`src/rtl/srec_emitter_if.sv`:
```
// Handshake and bus bundle for srec_emitter: dump request, memory read port and
// the ASCII character stream.
interface srec_emitter_if;
   logic        start;
   logic [31:0] base_address;
   logic [31:0] byte_count;
   logic        busy;
   logic        done;
   logic [31:0] mem_address;
   logic        mem_wren;
   logic [31:0] mem_data_out;
   logic [7:0]  char_out;
   logic        char_valid;
   logic        char_ready;

   modport master (
      input  start, base_address, byte_count, mem_data_out, char_ready,
      output busy, done, mem_address, mem_wren, char_out, char_valid
   );

   modport slave (
      output start, base_address, byte_count, mem_data_out, char_ready,
      input  busy, done, mem_address, mem_wren, char_out, char_valid
   );
endinterface

```
`src/rtl/srec_emitter.sv`:
```
// Dumps a word-aligned memory region as Motorola S-record text (S3 data records
// followed by one S7 terminator), one ASCII character per valid/ready transfer.
//
// state   | meaning
// --------+------------------------------------------------------------
// IDLE    | waiting for start
// TYPE0   | 'S'
// TYPE1   | '3' for data records, '7' for the terminator
// COUNT   | two hex digits of the record byte count
// ADDR    | eight hex digits of the record address
// FETCH   | mem_address presented, char_valid low
// WAIT    | read data captured into the word register
// DATA    | eight hex digits of the current word
// CSUM    | two hex digits of the ones-complemented checksum
// EOL     | line feed
// FIN     | done pulse, back to IDLE
module srec_emitter #(
   parameter int RECORD_BYTES = 16
) (
   input logic           clock,
   input logic           reset,
   srec_emitter_if.master bus
);

   typedef enum logic [3:0] {
      S_IDLE, S_TYPE0, S_TYPE1, S_COUNT, S_ADDR, S_FETCH,
      S_WAIT, S_DATA, S_CSUM, S_EOL, S_FIN
   } state_t;

   state_t      state;
   logic [31:0] base_addr, cur_addr, rec_addr, word_reg, mem_address;
   logic [32:0] remaining;
   logic [7:0]  count, csum, char_out;
   logic [3:0]  rec_words;
   logic [2:0]  nib;
   logic        pair, is_s7, busy, done, char_valid;

   logic [32:0] rounded_len, rem_src;
   logic [31:0] base_src, cur_src, new_addr;
   logic [7:0]  new_count, csum_out;
   logic [5:0]  rec_n;
   logic        xfer, new_is_s7, begin_rec;

   function automatic logic [7:0] hex_char(input logic [3:0] v);
      return (v < 4'd10) ? (8'h30 + {4'h0, v}) : (8'h37 + {4'h0, v});
   endfunction

   // Nibble 0 is the most significant one.
   function automatic logic [3:0] nib_sel(input logic [31:0] w, input logic [2:0] i);
      return 4'(w >> {i ^ 3'd7, 2'b00});
   endfunction

   function automatic logic [7:0] byte_sum(input logic [31:0] w);
      return w[31:24] + w[23:16] + w[15:8] + w[7:0];
   endfunction

   // In IDLE the record setup works straight from the request inputs.
   assign rounded_len = ({1'b0, bus.byte_count} + 33'd3) & ~33'd3;
   assign rem_src     = (state == S_IDLE) ? rounded_len : remaining;
   assign base_src    = (state == S_IDLE) ? {bus.base_address[31:2], 2'b00} : base_addr;
   assign cur_src     = (state == S_IDLE) ? {bus.base_address[31:2], 2'b00} : cur_addr;
   assign rec_n       = (rem_src >= 33'(RECORD_BYTES)) ? 6'(RECORD_BYTES) : rem_src[5:0];
   assign new_is_s7   = (rem_src == 33'd0);
   assign new_addr    = new_is_s7 ? base_src : cur_src;
   assign new_count   = {2'b00, rec_n} + 8'd5;
   assign csum_out    = ~csum;
   assign xfer        = char_valid && bus.char_ready;
   assign begin_rec   = (state == S_IDLE && bus.start) || (state == S_EOL && xfer && !is_s7);

   assign bus.busy        = busy;
   assign bus.done        = done;
   assign bus.mem_address = mem_address;
   assign bus.mem_wren    = 1'b0;
   assign bus.char_out    = char_out;
   assign bus.char_valid  = char_valid;

   always_ff @(posedge clock) begin
      if (reset) begin
         state       <= S_IDLE;
         busy        <= 1'b0;
         done        <= 1'b0;
         char_valid  <= 1'b0;
         char_out    <= 8'h00;
         mem_address <= 32'h0;
         base_addr   <= 32'h0;
         cur_addr    <= 32'h0;
         rec_addr    <= 32'h0;
         word_reg    <= 32'h0;
         remaining   <= 33'h0;
         count       <= 8'h0;
         csum        <= 8'h0;
         rec_words   <= 4'h0;
         nib         <= 3'h0;
         pair        <= 1'b0;
         is_s7       <= 1'b0;
      end else begin
         case (state)
            S_IDLE: begin
               if (bus.start) begin
                  base_addr <= base_src;
                  cur_addr  <= cur_src;
               end
            end
            S_TYPE0: if (xfer) begin
               char_out <= is_s7 ? 8'h37 : 8'h33;
               state    <= S_TYPE1;
            end
            S_TYPE1: if (xfer) begin
               char_out <= hex_char(count[7:4]);
               pair     <= 1'b0;
               state    <= S_COUNT;
            end
            S_COUNT: if (xfer) begin
               if (!pair) begin
                  char_out <= hex_char(count[3:0]);
                  pair     <= 1'b1;
               end else begin
                  char_out <= hex_char(rec_addr[31:28]);
                  nib      <= 3'd0;
                  state    <= S_ADDR;
               end
            end
            S_ADDR: if (xfer) begin
               if (nib != 3'd7) begin
                  nib      <= nib + 3'd1;
                  char_out <= hex_char(nib_sel(rec_addr, nib + 3'd1));
               end else if (is_s7) begin
                  char_out <= hex_char(csum_out[7:4]);
                  pair     <= 1'b0;
                  state    <= S_CSUM;
               end else begin
                  char_valid  <= 1'b0;
                  mem_address <= cur_addr;
                  state       <= S_FETCH;
               end
            end
            S_FETCH: begin
               cur_addr <= cur_addr + 32'd4;
               state    <= S_WAIT;
            end
            S_WAIT: begin
               word_reg   <= bus.mem_data_out;
               csum       <= csum + byte_sum(bus.mem_data_out);
               rec_words  <= rec_words - 4'd1;
               char_out   <= hex_char(bus.mem_data_out[31:28]);
               char_valid <= 1'b1;
               nib        <= 3'd0;
               state      <= S_DATA;
            end
            S_DATA: if (xfer) begin
               if (nib != 3'd7) begin
                  nib      <= nib + 3'd1;
                  char_out <= hex_char(nib_sel(word_reg, nib + 3'd1));
               end else if (rec_words != 4'd0) begin
                  char_valid  <= 1'b0;
                  mem_address <= cur_addr;
                  state       <= S_FETCH;
               end else begin
                  char_out <= hex_char(csum_out[7:4]);
                  pair     <= 1'b0;
                  state    <= S_CSUM;
               end
            end
            S_CSUM: if (xfer) begin
               if (!pair) begin
                  char_out <= hex_char(csum_out[3:0]);
                  pair     <= 1'b1;
               end else begin
                  char_out <= 8'h0A;
                  state    <= S_EOL;
               end
            end
            S_EOL: if (xfer && is_s7) begin
               char_valid <= 1'b0;
               busy       <= 1'b0;
               done       <= 1'b1;
               state      <= S_FIN;
            end
            S_FIN: begin
               done  <= 1'b0;
               state <= S_IDLE;
            end
            default: state <= S_IDLE;
         endcase

         // Shared entry into a new record, from IDLE or after a data record's LF.
         if (begin_rec) begin
            is_s7      <= new_is_s7;
            rec_addr   <= new_addr;
            count      <= new_is_s7 ? 8'd5 : new_count;
            csum       <= (new_is_s7 ? 8'd5 : new_count) + byte_sum(new_addr);
            rec_words  <= rec_n[5:2];
            remaining  <= rem_src - {27'd0, rec_n};
            char_out   <= 8'h53;
            char_valid <= 1'b1;
            busy       <= 1'b1;
            state      <= S_TYPE0;
         end
      end
   end

endmodule

```
`src/flat_wrapper.sv`:
```
// flat-port wrapper written by rule: the top's interface ports become plain ports
module srec_emitter_flat 
#(
   parameter int RECORD_BYTES = 16
)
  (clock, reset, bus_start, bus_base_address, bus_byte_count, bus_mem_data_out, bus_char_ready, bus_busy, bus_done, bus_mem_address, bus_mem_wren, bus_char_out, bus_char_valid);
  srec_emitter_if bus_i ();
  input logic clock;
  input logic reset;
  input wire logic [$bits(bus_i.start)-1:0] bus_start;
  input wire logic [$bits(bus_i.base_address)-1:0] bus_base_address;
  input wire logic [$bits(bus_i.byte_count)-1:0] bus_byte_count;
  input wire logic [$bits(bus_i.mem_data_out)-1:0] bus_mem_data_out;
  input wire logic [$bits(bus_i.char_ready)-1:0] bus_char_ready;
  output wire logic [$bits(bus_i.busy)-1:0] bus_busy;
  output wire logic [$bits(bus_i.done)-1:0] bus_done;
  output wire logic [$bits(bus_i.mem_address)-1:0] bus_mem_address;
  output wire logic [$bits(bus_i.mem_wren)-1:0] bus_mem_wren;
  output wire logic [$bits(bus_i.char_out)-1:0] bus_char_out;
  output wire logic [$bits(bus_i.char_valid)-1:0] bus_char_valid;
  assign bus_i.start = bus_start;
  assign bus_i.base_address = bus_base_address;
  assign bus_i.byte_count = bus_byte_count;
  assign bus_i.mem_data_out = bus_mem_data_out;
  assign bus_i.char_ready = bus_char_ready;
  assign bus_busy = bus_i.busy;
  assign bus_done = bus_i.done;
  assign bus_mem_address = bus_i.mem_address;
  assign bus_mem_wren = bus_i.mem_wren;
  assign bus_char_out = bus_i.char_out;
  assign bus_char_valid = bus_i.char_valid;
  srec_emitter #(.RECORD_BYTES(RECORD_BYTES)) u_core (.clock(clock), .reset(reset), .bus(bus_i));
endmodule
```
`config.mk`:
```
export PLATFORM = sky130hd
export DESIGN_NAME = srec_emitter_flat
export DESIGN_NICKNAME = d
export VERILOG_FILES = /design/src/rtl/srec_emitter_if.sv /design/src/rtl/srec_emitter.sv /design/src/flat_wrapper.sv
export SDC_FILE = /design/constraint.sdc
export NUM_CORES = 1
export LEC_CHECK = 0
export CORE_MARGIN = 2
export CORE_UTILIZATION = 60
export CTS_CLUSTER_DIAMETER = 40
export DETAILED_ROUTE_END_ITERATION = 12
export DONT_BUFFER_PORTS = 1
export PLACE_DENSITY = 0.76
export SLEW_MARGIN = 20
export SYNTH_ARGS = -nofsm -noshare
export SYNTH_HDL_FRONTEND = slang
export SYNTH_SLANG_ARGS = --single-unit
```
`constraint.sdc`:
```
create_clock -name clock -period 11.17 [get_ports clock]
set_clock_uncertainty 0.15 [all_clocks]
set_input_delay 2.234 -clock clock [delete_from_list [all_inputs] [get_ports clock]]
set_output_delay 2.234 -clock clock [all_outputs]
set_load 0.01 [all_outputs]
```
# [Word-level counts from Yosys, hierarchy flattened]
# Index checks and enable logic that the tools add are counted.
[word_totals] inputBits=100 out_inout_bits=44 ff_bits=233
[op_classes] n_lt_le_gt_ge=9 eq_ne=48 bitwise=3 reduce_logical=36 shift=2 n_addsub=30 mux=84
[op_table] op="32-bit 2-to-1 mux" count=10
[op_table] op="8-bit 2-to-1 mux" count=23
[op_table] op="32-bit one-hot mux with 2 select lines" count=2
[op_table] op="6-bit by 4-bit adder with 7-bit output (first input constant)" count=16
[op_table] op="8-bit adder" count=8
[op_table] op="32-bit by 5-bit >> shifter with 4-bit output" count=2
[op_table] op="4-bit 2-to-1 mux" count=15
[op_table] op="8-bit one-hot mux with 7 select lines" count=1
[op_table] op="4-bit one-hot mux with 10 select lines" count=1
[op_table] op="32-bit by 2-bit adder with 33-bit output (second input constant)" count=1
[op_table] op="33-bit by 5-bit >= comparator with 1-bit output (second input constant)" count=1
[op_table] op="33-bit zero test" count=1
[op_table] op="33-bit 2-to-1 mux" count=1
[op_table] op="33-bit by 6-bit subtractor with 33-bit output" count=1
[op_table] op="32-bit by 3-bit adder with 32-bit output (second input constant)" count=1
[op_table] op="4-bit less-than comparator (second input constant)" count=8
[op_table] op="3-bit by 1-bit inequality test with 1-bit output (second input constant)" count=10
[op_table] op="2-bit by 1-bit inequality test with 1-bit output (second input constant)" count=14
[op_table] op="9-bit AND reduction" count=3
[op_table] op="12-bit AND reduction" count=2
[op_table] op="1-bit 2-to-1 mux" count=20
[op_table] op="4-bit by 3-bit == test with 1-bit output (second input constant)" count=4
[op_table] op="3-bit 2-to-1 mux" count=5
[op_table] op="4-bit == test (second input constant)" count=3
[op_table] op="33 further kinds" count=59

# [Logic depth before layout (Yosys ltp)]
[depth] word_depth=9 mapped_depth=32

# [Worst setup path before layout]
# No wires, ideal clock.
[synth_timing] path_type="input-to-reg" startpoint="input port bus_byte_count[5]" endpoint="register u_core.csum[7]" stages=29 path_buffers=2 required_time_ns=10.958 setup_slack_ns=2.480 arrival_time_ns=8.478 cell_sequence="buf_2 > nand4_1 > or4_1 > xor2_1 > o211ai_1 > a2111oi_2 > and3_1 > and3_1 > clkbuf_1 > and3_1 > ha_1 > xor2_1 > a21oi_1 > fa_1 > inv_1 > fa_1 > inv_1 > fa_1 > fa_1 > inv_1 > a21oi_1 > o21bai_1 > a21o_1 > a21oi_1 > xnor2_1 > xnor2_1 > or4_1 > a21oi_1 > nand3b_1"
[synth_between] elab_chain_cells=9
[synth_rtl] element="start: declaration" line="flat_wrapper.sv:12" source="input wire logic [$bits(bus_i.byte_count)-1:0] bus_byte_count;"
[synth_rtl] element="32-bit by 2-bit adder with 33-bit output *" line="srec_emitter.sv:58" source="assign rounded_len = ({1'b0, bus.byte_count} + 33'd3) & ~33'd3;"
[synth_rtl] element="33-bit 2-to-1 mux *" line="srec_emitter.sv:59" source="assign rem_src = (state == S_IDLE) ? rounded_len : remaining;"
[synth_rtl] element="33-bit zero test" line="srec_emitter.sv:63" source="assign new_is_s7 = (rem_src == 33'd0);"
[synth_rtl] element="32-bit 2-to-1 mux" line="srec_emitter.sv:64" source="assign new_addr = new_is_s7 ? base_src : cur_src;"
[synth_rtl] element="8-bit adder (3 in a row)" line="srec_emitter.sv:54" source="return w[31:24] + w[23:16] + w[15:8] + w[7:0];"
[synth_rtl] element="8-bit adder *" line="srec_emitter.sv:191" source="csum <= (new_is_s7 ? 8'd5 : new_count) + byte_sum(new_addr);"
[synth_rtl] element="8-bit 2-to-1 mux *" line="srec_emitter.sv:187" source="if (begin_rec) begin"
[synth_rtl] element="end signal: assignment" line="srec_emitter.sv:143" source="csum <= csum + byte_sum(bus.mem_data_out);"
[synth_rtl] element="end signal: assignment" line="srec_emitter.sv:191"
[synth_rtl] element="end: declaration" line="srec_emitter.sv:33" source="logic [7:0] count, csum, char_out;"
# Every way passes the cells marked *; elsewhere a longest branch is shown, timed or not.
# A chain may end at the register's enable or synchronous reset.

# [Worst setup path in the final report]
[layout_timing] startpoint="input port bus_byte_count[14]" endpoint="register u_core.csum[7]"
# Same word-level chain as after synthesis.

==> summary.md <==
| Metric | Value |
|---|---|
| GRT Total Usage | `30.9%` |
| Hold WC Path Type | `reg2reg` |
| Final worst slack | `2.04 ns` |
| Number of synthesized flops with an enable pin | `0` |
| Measured slew at the worst slew-check pin | `0.992 ns` |
| Post-synthesis sequential area ratio | `32.0%` |
| Vias in the first global route | `12700` |
| Setup crit start kind | `primary input` |
| Clock share of power | `24.2%` |
| Buffers on Ports | `0` |
| Slew HR | `33.9%` |
| Core area | `23500 um2` |
| I/O pins | `144` |
| Setup Fix Bufs, Post-CTS | `0` |
| Hold-fix buffers, CTS | `0` |
| FFs w/ async S/R, synth | `0%` |
| CTS tree | `done` |
| Top reg by flops | `u_core.remaining` |
| Setup violations, final | `0` |
| Sw power | `1.91 mW` |
| Die H | `159 um` |
| Net Sw Frac | `42.8%` |
| RSZ-0062 raised after global routing | `no` |
| Max VDD drop | `0.261 mV` |
| Total gr overflow | `0` |
| Crit-path max cell delay | `0.74 ns` |
| Worst hold stages | `2` |
| Yosys reg bits | `231` |
| Crit path depth | `27` |
| Die area | `25300 um2` |
| Clock buffer depth | `3` |
| Critical path type | `in2reg` |
| Synth Cell Area | `14400 um2` |
| Drt total wl | `39800 um` |
| Hpwl dp | `27400 um` |
| Via count | `13500` |
| Vias per inst | `6.19` |
| CTS H-Tree Depth | `2` |
| Final GP Congestion | `0.897` |
| Chip width | `159 um` |
| CP max stage cell | `nor4_1` |
| Synth warn | `0` |
| Mapped Cells | `1890` |
| Req. time, crit path | `11.46 ns` |
| Max reg flops | `33` |
| Final min period | `9.13 ns` |
| Sequential Power Share | `26.3%` |
| Per-cell routed wire length | `18.3 um` |
| Largest net degree at the start of global routing | `226` |
| CP max FO | `22` |
| Starting density of the core | `61.4%` |
| Std cell rows | `56` |
| Crit-path leading delay family | `simple AND/OR/NAND/NOR gates` |
| Synthesis-to-finish area growth | `8.66%` |
| Max Fclk | `0.109 GHz` |
| Antenna violations before repair | `0` |
| Cell variety after synth | `77` |
| P_int | `2.54 mW` |
| Max_cap viols | `0` |
| Num Clock Sinks | `231` |
| Area share of the largest cell type after synthesis | `32.0%` |
| First-pass GRT wire length | `64800 um` |
| DRC | `0` |
| Most common cell in the netlist | `nand2_1` |
| Top cells by count, synth | `346 x nand2_1, 231 x dfxtp_1, 227 x a21oi_1` |
| Slew Limit Fails | `0` |
| Post-route core utilization | `66.7%` |
| WHS | `0.301 ns` |
| Fillcell total | `2041` |
| Reg2Reg Depth | `28` |
| Synth area leaders | `dfxtp_1 32%, nand2_1 9.0%, a21oi_1 7.9%` |
| Drt pass-1 iters | `8` |
| Fin. Hold Viols | `0` |
| Clock Latency Late Sink | `0.51 ns` |
| Share of layout cells above drive strength 1 | `6.69%` |
| Post-CTS resize count | `0` |
| CTS clk-pin slew, worst paths | `0.06 ns` |
| Final ANT Viol Nets | `0` |
| Setup tns final | `0 ns` |
| Syn Area/Cell | `7.64 um2` |
| Synth area leader | `dfxtp_1` |
| Pleak | `5.75 nW` |
| Combinational fraction of design power | `49.5%` |
| TritonCTS buffer count | `34` |
| Pwr Density | `284 nW/um2` |
| Crit path arrival time | `9.43 ns` |
| Worst Setup End Kind | `flop` |
| Flop-to-flop setup slack | `2.63 ns` |
| Root Driver | `clkbuf_16` |
| DR iter-0 viols | `1500` |
| Period utilization | `81.8%` |
| Setup WS pre-CTS | `1.71 ns` |
| # diodes | `0` |
| Main synth FF type | `dfxtp_1` |
| Status | `complete, no violations` |
| WP buf/inv | `4` |
| # nets final | `1999` |
==> path summary, 6_finish.rpt <==
check                     start                 end
min reg2reg  u_core.word_reg[2]  u_core.word_reg[2]
max          bus_byte_count[14]      u_core.csum[7]
max reg2reg     u_core.state[3]      u_core.csum[7]
min          u_core.word_reg[2]  u_core.word_reg[2]
==> stage by stage <==
| step | std cells | instance area, um2 | total power, mW |
|---|---|---|---|
| finish | 2173 | 15700 | 4.45 |
| global route | 2173 | 15700 | 4.78 |
| CTS | 2173 | 15700 | 4.43 |
| detailed placement | 2113 | 14500 | 3.33 |
| global placement | 2113 | 14500 | 3.26 |
| floorplan | 1893 | 14500 | 2.87 |
==> layer usage <==
metal / share of wire, % / vias up / wire (um) / GRT usage (%)
li1: - / 6506 / - / -
met1: 43 / 6394 / 17000 / 41.9
met2: 46 / 488 / 18500 / 49.5
met3: 8.4 / 69 / 3360 / 7.11
met4: 2.3 / 0 / 913 / 9.38
met5: 0 / - / 0 / 0
==> cell usage in the layout (no fill, tap or decap), drive strengths merged, types with 6 or more instances in the layout <==
cell / n
mux2: 9
fa: 40
o21ai: 105
clkinv: 9
o211ai: 9
nor3b: 6
a31oi: 35
o31ai: 7
inv: 81
nand3: 42
o21a: 22
a211oi: 31
nand4: 24
o22ai: 10
xnor2: 46
nor2b: 10
mux4: 16
nor2: 181
and2: 24
or4: 7
mux2i: 44
ha: 29
or3: 21
a311oi: 7
and4: 6
nand2b: 7
nor4: 15
a21oi: 228
dfxtp: 231
and3: 16
nor3: 36
nand2: 346
xor2: 20
buf: 17
clkbuf: 42
==> layout make-up <==
cell class                      instances  area, um2  share of cell area [%]
Multi-Input combinational cell       1468       9100                    58.0
Sequential cell                       231       4620                    29.5
Clock buffer                           42        942                    6.00
Tap cell                              319        399                    2.54
Inverter                               78        293                    1.87
Clock inverter                         18        208                    1.32
Timing Repair Buffer                   17        128                   0.813
==> power groups by stage <==
stage	logic, mW	registers (mW)	clock network [mW]
floorplan	1.75	1.12	0
global placement	2.08	1.17	0
detailed placement	2.15	1.18	0
CTS	2.18	1.17	1.08
global route	2.47	1.19	1.12
finish	2.20	1.17	1.08
==> logic make-up (layout without fill, tap and decap cells) <==
kind of cell,after synthesis,after routing,share of synthesized area (%)
muxes,69,69,6.24
other,2,5,0.0520
xor gates and xnor gates,66,66,4.00
and+or+nand+nor,757,757,23.9
AOI/OAI and AO/OA,501,501,20.5
adders and majority gates,70,70,8.12
DFF,231,231,32.0
buffers and inverters,194,155,5.18
==> worst reg2reg max path, delay by kind of cell (launching register included) <==
| family | cells | cell delay (ns) |
|---|---|---|
| adder cells (fa/ha/maj) | 4 | 1.83 |
| AND/OR/NAND/NOR | 7 | 2.13 |
| XOR/XNOR | 2 | 0.38 |
| multiplexers | 1 | 0.20 |
| buffers and inverters | 6 | 1.74 |
| flip-flops | 1 | 0.49 |
| AO/OA/AOI/OAI | 8 | 1.55 |
Note: power is estimated with default switching activity, not from simulation.
